[src/rtl/usb_pd_uart_sched.sv]
// rtl/usb_pd_uart_sched.sv - per-source byte FIFOs and a round-robin, line-locked scheduler for one shared UART transmitter

module usb_pd_uart_sched_fifo #(
  parameter int DEPTH = 16
) (
  input  logic       clk,
  input  logic       rst,
  input  logic       wr_tvalid,
  input  logic [8:0] wr_tdata,
  input  logic       rd_pop,
  output logic [8:0] rd_tdata,
  output logic       rd_tvalid,
  output logic       full,
  output logic       drop
);
  localparam int AW = $clog2(DEPTH);
  localparam int CW = AW + 1;

  logic [8:0]    mem_q [DEPTH];
  logic [AW-1:0] wptr_q, wptr_d, rptr_q, rptr_d;
  logic [CW-1:0] count_q, count_d;
  logic          push, pop;

  assign full      = (count_q == CW'(DEPTH));
  assign rd_tvalid = (count_q != '0);
  assign rd_tdata  = mem_q[rptr_q];
  assign pop       = rd_pop && rd_tvalid;
  // A pop in the same cycle frees the slot, so a write to a full FIFO still lands.
  assign push      = wr_tvalid && (!full || pop);
  assign drop      = wr_tvalid && !push;

  always_comb begin
    wptr_d  = wptr_q;
    rptr_d  = rptr_q;
    count_d = count_q;
    if (push) wptr_d = wptr_q + 1'b1;
    if (pop)  rptr_d = rptr_q + 1'b1;
    if (push && !pop)      count_d = count_q + 1'b1;
    else if (!push && pop) count_d = count_q - 1'b1;
  end

  always_ff @(posedge clk) begin
    if (rst) begin
      wptr_q  <= '0;
      rptr_q  <= '0;
      count_q <= '0;
    end else begin
      wptr_q  <= wptr_d;
      rptr_q  <= rptr_d;
      count_q <= count_d;
    end
  end

  always_ff @(posedge clk) begin
    if (push) mem_q[wptr_q] <= wr_tdata;
  end
endmodule

module usb_pd_uart_sched #(
  parameter int NUM_SRC     = 2,
  parameter int FIFO_DEPTH  = 16,
  parameter int BSY_TIMEOUT = 64
) (
  input  logic                       clk,
  input  logic                       rst,
  input  logic [NUM_SRC-1:0]         src_valid,
  input  logic [8*NUM_SRC-1:0]       src_data,
  input  logic [NUM_SRC-1:0]         src_last,
  output logic [NUM_SRC-1:0]         src_full,
  output logic [NUM_SRC-1:0]         ovf_flag,
  input  logic                       ovf_clr,
  output logic                       send_trig,
  output logic [7:0]                 send_data,
  input  logic                       tx_bsy,
  output logic                       tx_err,
  output logic [$clog2(NUM_SRC)-1:0] grant
);
  localparam int GW   = $clog2(NUM_SRC);
  localparam int CNTW = $clog2(BSY_TIMEOUT);
  localparam logic [GW:0]     NUM_SRC_W = (GW + 1)'(NUM_SRC);
  localparam logic [CNTW-1:0] TO_LAST   = CNTW'(BSY_TIMEOUT - 1);

  localparam logic [1:0] ST_IDLE      = 2'd0;
  localparam logic [1:0] ST_TRIG      = 2'd1;
  localparam logic [1:0] ST_WAIT_BSY  = 2'd2;
  localparam logic [1:0] ST_WAIT_DONE = 2'd3;

  logic [1:0]         state_q, state_d;
  logic [GW-1:0]      grant_q, grant_d;
  logic               lock_q, lock_d;
  logic [CNTW-1:0]    cnt_q, cnt_d;
  logic               send_trig_q, send_trig_d;
  logic [7:0]         send_data_q, send_data_d;
  logic [NUM_SRC-1:0] ovf_q, ovf_d;
  logic               tx_err_q, tx_err_d;

  logic [8:0]         head [NUM_SRC];
  logic [NUM_SRC-1:0] nonempty, drop, pop_vec;
  logic               sel_found;
  logic [GW-1:0]      sel_idx;
  logic [GW:0]        cand;

  for (genvar i = 0; i < NUM_SRC; i++) begin : g_src
    usb_pd_uart_sched_fifo #(.DEPTH(FIFO_DEPTH)) u_fifo (
      .clk       (clk),
      .rst       (rst),
      .wr_tvalid (src_valid[i]),
      .wr_tdata  ({src_last[i], src_data[8*i +: 8]}),
      .rd_pop    (pop_vec[i]),
      .rd_tdata  (head[i]),
      .rd_tvalid (nonempty[i]),
      .full      (src_full[i]),
      .drop      (drop[i])
    );
  end

  // Search starts one past the last grant; the last grant itself is tried last.
  always_comb begin
    sel_found = 1'b0;
    sel_idx   = grant_q;
    cand      = '0;
    for (int k = 1; k <= NUM_SRC; k++) begin
      cand = {1'b0, grant_q} + (GW + 1)'(k);
      if (cand >= NUM_SRC_W) cand = cand - NUM_SRC_W;
      if (!sel_found && nonempty[cand[GW-1:0]]) begin
        sel_found = 1'b1;
        sel_idx   = cand[GW-1:0];
      end
    end
  end

  always_comb begin
    state_d     = state_q;
    grant_d     = grant_q;
    lock_d      = lock_q;
    cnt_d       = cnt_q;
    send_trig_d = 1'b0;
    send_data_d = send_data_q;
    ovf_d       = (ovf_clr ? '0 : ovf_q) | drop;
    tx_err_d    = ovf_clr ? 1'b0 : tx_err_q;
    pop_vec     = '0;
    case (state_q)
      ST_IDLE: begin
        if (lock_q) begin
          if (nonempty[grant_q]) begin
            state_d     = ST_TRIG;
            send_trig_d = 1'b1;
            send_data_d = head[grant_q][7:0];
          end
        end else if (sel_found) begin
          grant_d     = sel_idx;
          state_d     = ST_TRIG;
          send_trig_d = 1'b1;
          send_data_d = head[sel_idx][7:0];
        end
      end
      ST_TRIG: begin
        pop_vec[grant_q] = 1'b1;
        lock_d           = ~head[grant_q][8];
        cnt_d            = CNTW'(1);
        state_d          = ST_WAIT_BSY;
      end
      // cnt_q counts cycles since send_trig, so tx_err lands BSY_TIMEOUT cycles after it.
      ST_WAIT_BSY: begin
        if (tx_bsy) begin
          state_d = ST_WAIT_DONE;
        end else if (cnt_q == TO_LAST) begin
          tx_err_d = 1'b1;
          state_d  = ST_IDLE;
        end else begin
          cnt_d = cnt_q + 1'b1;
        end
      end
      ST_WAIT_DONE: begin
        if (!tx_bsy) state_d = ST_IDLE;
      end
      default: state_d = ST_IDLE;
    endcase
  end

  always_ff @(posedge clk) begin
    if (rst) begin
      state_q     <= ST_IDLE;
      grant_q     <= '0;
      lock_q      <= 1'b0;
      cnt_q       <= '0;
      send_trig_q <= 1'b0;
      send_data_q <= '0;
      ovf_q       <= '0;
      tx_err_q    <= 1'b0;
    end else begin
      state_q     <= state_d;
      grant_q     <= grant_d;
      lock_q      <= lock_d;
      cnt_q       <= cnt_d;
      send_trig_q <= send_trig_d;
      send_data_q <= send_data_d;
      ovf_q       <= ovf_d;
      tx_err_q    <= tx_err_d;
    end
  end

  assign send_trig = send_trig_q;
  assign send_data = send_data_q;
  assign ovf_flag  = ovf_q;
  assign tx_err    = tx_err_q;
  assign grant     = grant_q;
endmodule

[config.mk]
export PLATFORM = sky130hd
export DESIGN_NAME = usb_pd_uart_sched
export DESIGN_NICKNAME = d
export VERILOG_FILES = /design/src/rtl/usb_pd_uart_sched.sv
export SDC_FILE = /design/constraint.sdc
export NUM_CORES = 1
export LEC_CHECK = 0
export BUFFER_PORTS_ARGS = -buffer_cell sky130_fd_sc_hd__buf_2
export CELL_PAD_IN_SITES_DETAIL_PLACEMENT = 0
export CELL_PAD_IN_SITES_GLOBAL_PLACEMENT = 1
export CORE_ASPECT_RATIO = 0.5
export CORE_MARGIN = 2
export CORE_UTILIZATION = 54
export CTS_CLUSTER_SIZE = 40
export DETAILED_ROUTE_END_ITERATION = 7
export PLACE_DENSITY_LB_ADDON = 0.1
export SETUP_SLACK_MARGIN = 0.15
export SLEW_MARGIN = 25
export SYNTH_ARGS = -nofsm -noshare
export SYNTH_HDL_FRONTEND = slang
export SYNTH_HIERARCHICAL = 1
export SYNTH_SLANG_ARGS = --single-unit
[constraint.sdc]
create_clock -name clk -period 4.3 [get_ports clk]
set_clock_uncertainty 0.15 [all_clocks]
set_input_delay 0.43 -clock clk [delete_from_list [all_inputs] [get_ports clk]]
set_output_delay 0.43 -clock clk [all_outputs]
set_load 0.005 [all_outputs]
==> metrics.cfg <==
[status]
status = completed

[synth]
yosys_register_bits = 344
synthArstFlopShare_pct = 0
synthCells = 801
syn_area_mm2 = 0.0138
synth_edf_count = 288
ys_types = 56
syn_avg_cell_area_um2 = 17.3
seq_area_frac_synth_pct = 70.6
synth_fp_nets = 846
dominantRegCellSynth = edfxtp_1
yosysWarnings = 6

[clock_network]
clock-sinks = 344
cts_tree = yes
clock_latency_ns = 0.55
clockBufferDepth = 3
clk_pin_slew_ns = 0.07
cts_buffers = 30
cts_root_buf = clkbuf_16
htreeDepth = 1

[min_path]
holdCritPathClass = in2reg
hold_start = ovf_clr
worstHoldEndpoint = ovf_flag[1]
hold_depth = 4

[timing]
holdWs_ns = 0.0868
fmax_mhz = 296
hold_viol_final = 0
setup_viol = 0
tightest_slew_ns = 1.03
fin_crit_sh_pct = 78.5
final-max-slew-violation-count = 0
setup_tns_ns = 0
rsz0062_at_grt = false
slew_headroom_pct = 31.2
fin_crit_ns = 3.38

[grt]
grt_pass1_vias = 6965
grt_usage_pct = 20.3
antenna_found_initial = 0
grt_first_pass_wirelength_um = 40800
overflow = 0
grt_util_met2_pct = 33.1
grtUsageMet1_pct = 30.0
met3_usage_pct = 3.15
grt_max_degree = 30
grt.busiest_layer = met2

[setup_path]
cp-end-kind = flip-flop
path_buf_inv = 2
path_cells = nand2b_1, inv_1, and2_1, o31ai_4, inv_1, ha_1, fa_1, nand2b_1, a21oi_1, mux2i_1, mux2_2
critPathMaxStageDelay_ns = 0.46
startpoint_type = flip-flop
crit_path_top_delay_cell = dfxtp_1
cp.required_ns = 4.60
arrival_ns = 3.67
rrSetupSlack_ns = 0.92
r2r_cells = 11
rr_startpoint = state_q[1]
critPathKind = reg2reg
cp_top_family = simple AND/OR/NAND/NOR gates
r2r-end = g_src[1].u_fifo/count_q[4]
cp_max_fo = 10

[route]
drc = 0
ant_nets = 0
post_drt_wl_per_cell_um = 21.4
wirelength_um = 26200
first_pass_iters = 4
via_per_inst = 5.76
first_iter_violations = 687
vias = 7062

[placed_design]
dp_hpwl_um = 17000
globalplace.congestion = 0.766
dpl_cell_area_mm2 = 0.0145
io_buffers = 38

[layout]
syn_to_final_growth_pct = 11.9
antennaDiodeCount = 0
fin_area_mm2 = 0.0155
nets = 905
seq_area_mm2 = 0.00977
layout_commonest_cell = edfxtp_1
drive_gt1_share_pct = 23.3
fill_cells = 1849
multi_input_area_mm2 = 0.00380
layout_common_cells = 288 x edfxtp_1, 83 x nor2_1, 72 x mux4_2, 54 x dfxtp_1, 38 x buf_2

[pwr]
vdd_ir_drop_max_mv = 0.272
p_leak_nw = 5.14
power.density_mw_per_mm2 = 546
power_mw = 8.45

[die]
fp.dieH_um = 117
die_w_um = 230
pin_count = 39
dieArea_mm2 = 0.0270
start_util_pct = 54.9
rows = 41
core_region_area_mm2 = 0.0252

[job]
drv_cap = 0

==> area by class of cell <==
type / instances / area share, %
Clock buffer: 40 / 5.49
Clock inverter: 15 / 0.978
Inverter: 18 / 0.437
Multi-Input combinational cell: 400 / 24.6
Sequential cell: 344 / 63.1
Tap cell: 344 / 2.78
Timing Repair Buffer: 66 / 2.60
==> synth_stat cells, types with 4 or more instances <==
cell type,n,area (µm²)
a211oi_1,11,82.6
a21oi_1,21,105
a22oi_1,36,270
buf_1,8,30.0
buf_2,6,30.0
clkbuf_1,18,67.6
dfxtp_1,56,1120
edfxtp_1,288,8650
ha_1,19,238
inv_1,18,67.6
mux2i_1,14,140
mux4_2,72,1620
nand2_1,30,113
nand2b_1,9,56.3
nand3_1,14,70.1
nor2_1,83,312
nor2b_1,5,31.3
nor3_1,12,60.1
or3_1,4,25.0
xnor2_1,4,35.0
xor2_1,11,96.3
==> how the worst max path moves through the flow <==
stage / from / endpoint / cells after the start
after detailed placement: state_q[1] / g_src[1].u_fifo/count_q[4] / 11
after global routing: state_q[1] / g_src[1].u_fifo/count_q[4] / 11
after global placement: state_q[1] / g_src[1].u_fifo/count_q[4] / 11
after CTS: state_q[1] / g_src[1].u_fifo/count_q[4] / 11
final: state_q[1] / g_src[1].u_fifo/count_q[4] / 11
after floorplan: state_q[1] / g_src[1].u_fifo/count_q[4] / 12
==> per-layer routing <==
| layer | vias up | share of wire [%] |
|---|---|---|
| li1 | 3272 | - |
| met4 | 0 | 1.0 |
| met1 | 3648 | 47 |
| met3 | 23 | 4.2 |
| met5 | - | 0 |
| met2 | 119 | 48 |
==> cell families after synthesis <==
family	synth area share, %
adders and majority gates	2.01
DFF	70.6
AOI/OAI and AO/OA	5.30
muxes	12.9
xor gates and xnor gates	0.950
buffers and inverters	1.85
and+or+nand+nor	6.33
==> tightest hold or removal path, stage by stage <==
cell and delay [ns]:
buf_2 0.07, inv_1 0.07, a21oi_1 0.13, nor2_1 0.04
==> flip-flops by register name, indices dropped and copies added, names as in the netlist, named ones only <==
register / flops
tx_err: 1
send_data: 8
grant: 1
g_src.u_fifo/rptr_q: 8
cnt_q: 6
send_trig: 1
g_src.u_fifo/wptr_q: 8
ovf_flag: 2
g_src.u_fifo/mem_q: 288
state_q: 2
lock_q: 1
g_src.u_fifo/count_q: 10
==> per-stage QoR <==
stage | util [%] | std cells | setup slack, ns
after detailed placement | 57.4 | 1170 | 0.956
after global routing | 61.4 | 1227 | 0.693
after global placement | 57.4 | 1170 | 0.992
after CTS | 61.4 | 1226 | 0.916
final | 61.4 | 1227 | 0.925
after floorplan | - | 801 | 1.13
==> what timing repair did <==
item                                    4_1_cts  5_1_grt
hold buffers                                  1        0
endpoints found under the hold margin         1        0
setup buffers                                 0        0
endpoints found under the setup margin        0        0
gates resized for setup                       0        0
==> power breakdown <==
part           leakage, nW  internal (mW)  total [mW]  switching (mW)
Combinational         1.59          0.787        1.71           0.927
Clock                0.496           1.56        2.71            1.15
Sequential            3.06           3.82        4.02           0.202
Total                 5.14           6.17        8.45            2.28
(Power assumes the default switching activity.)
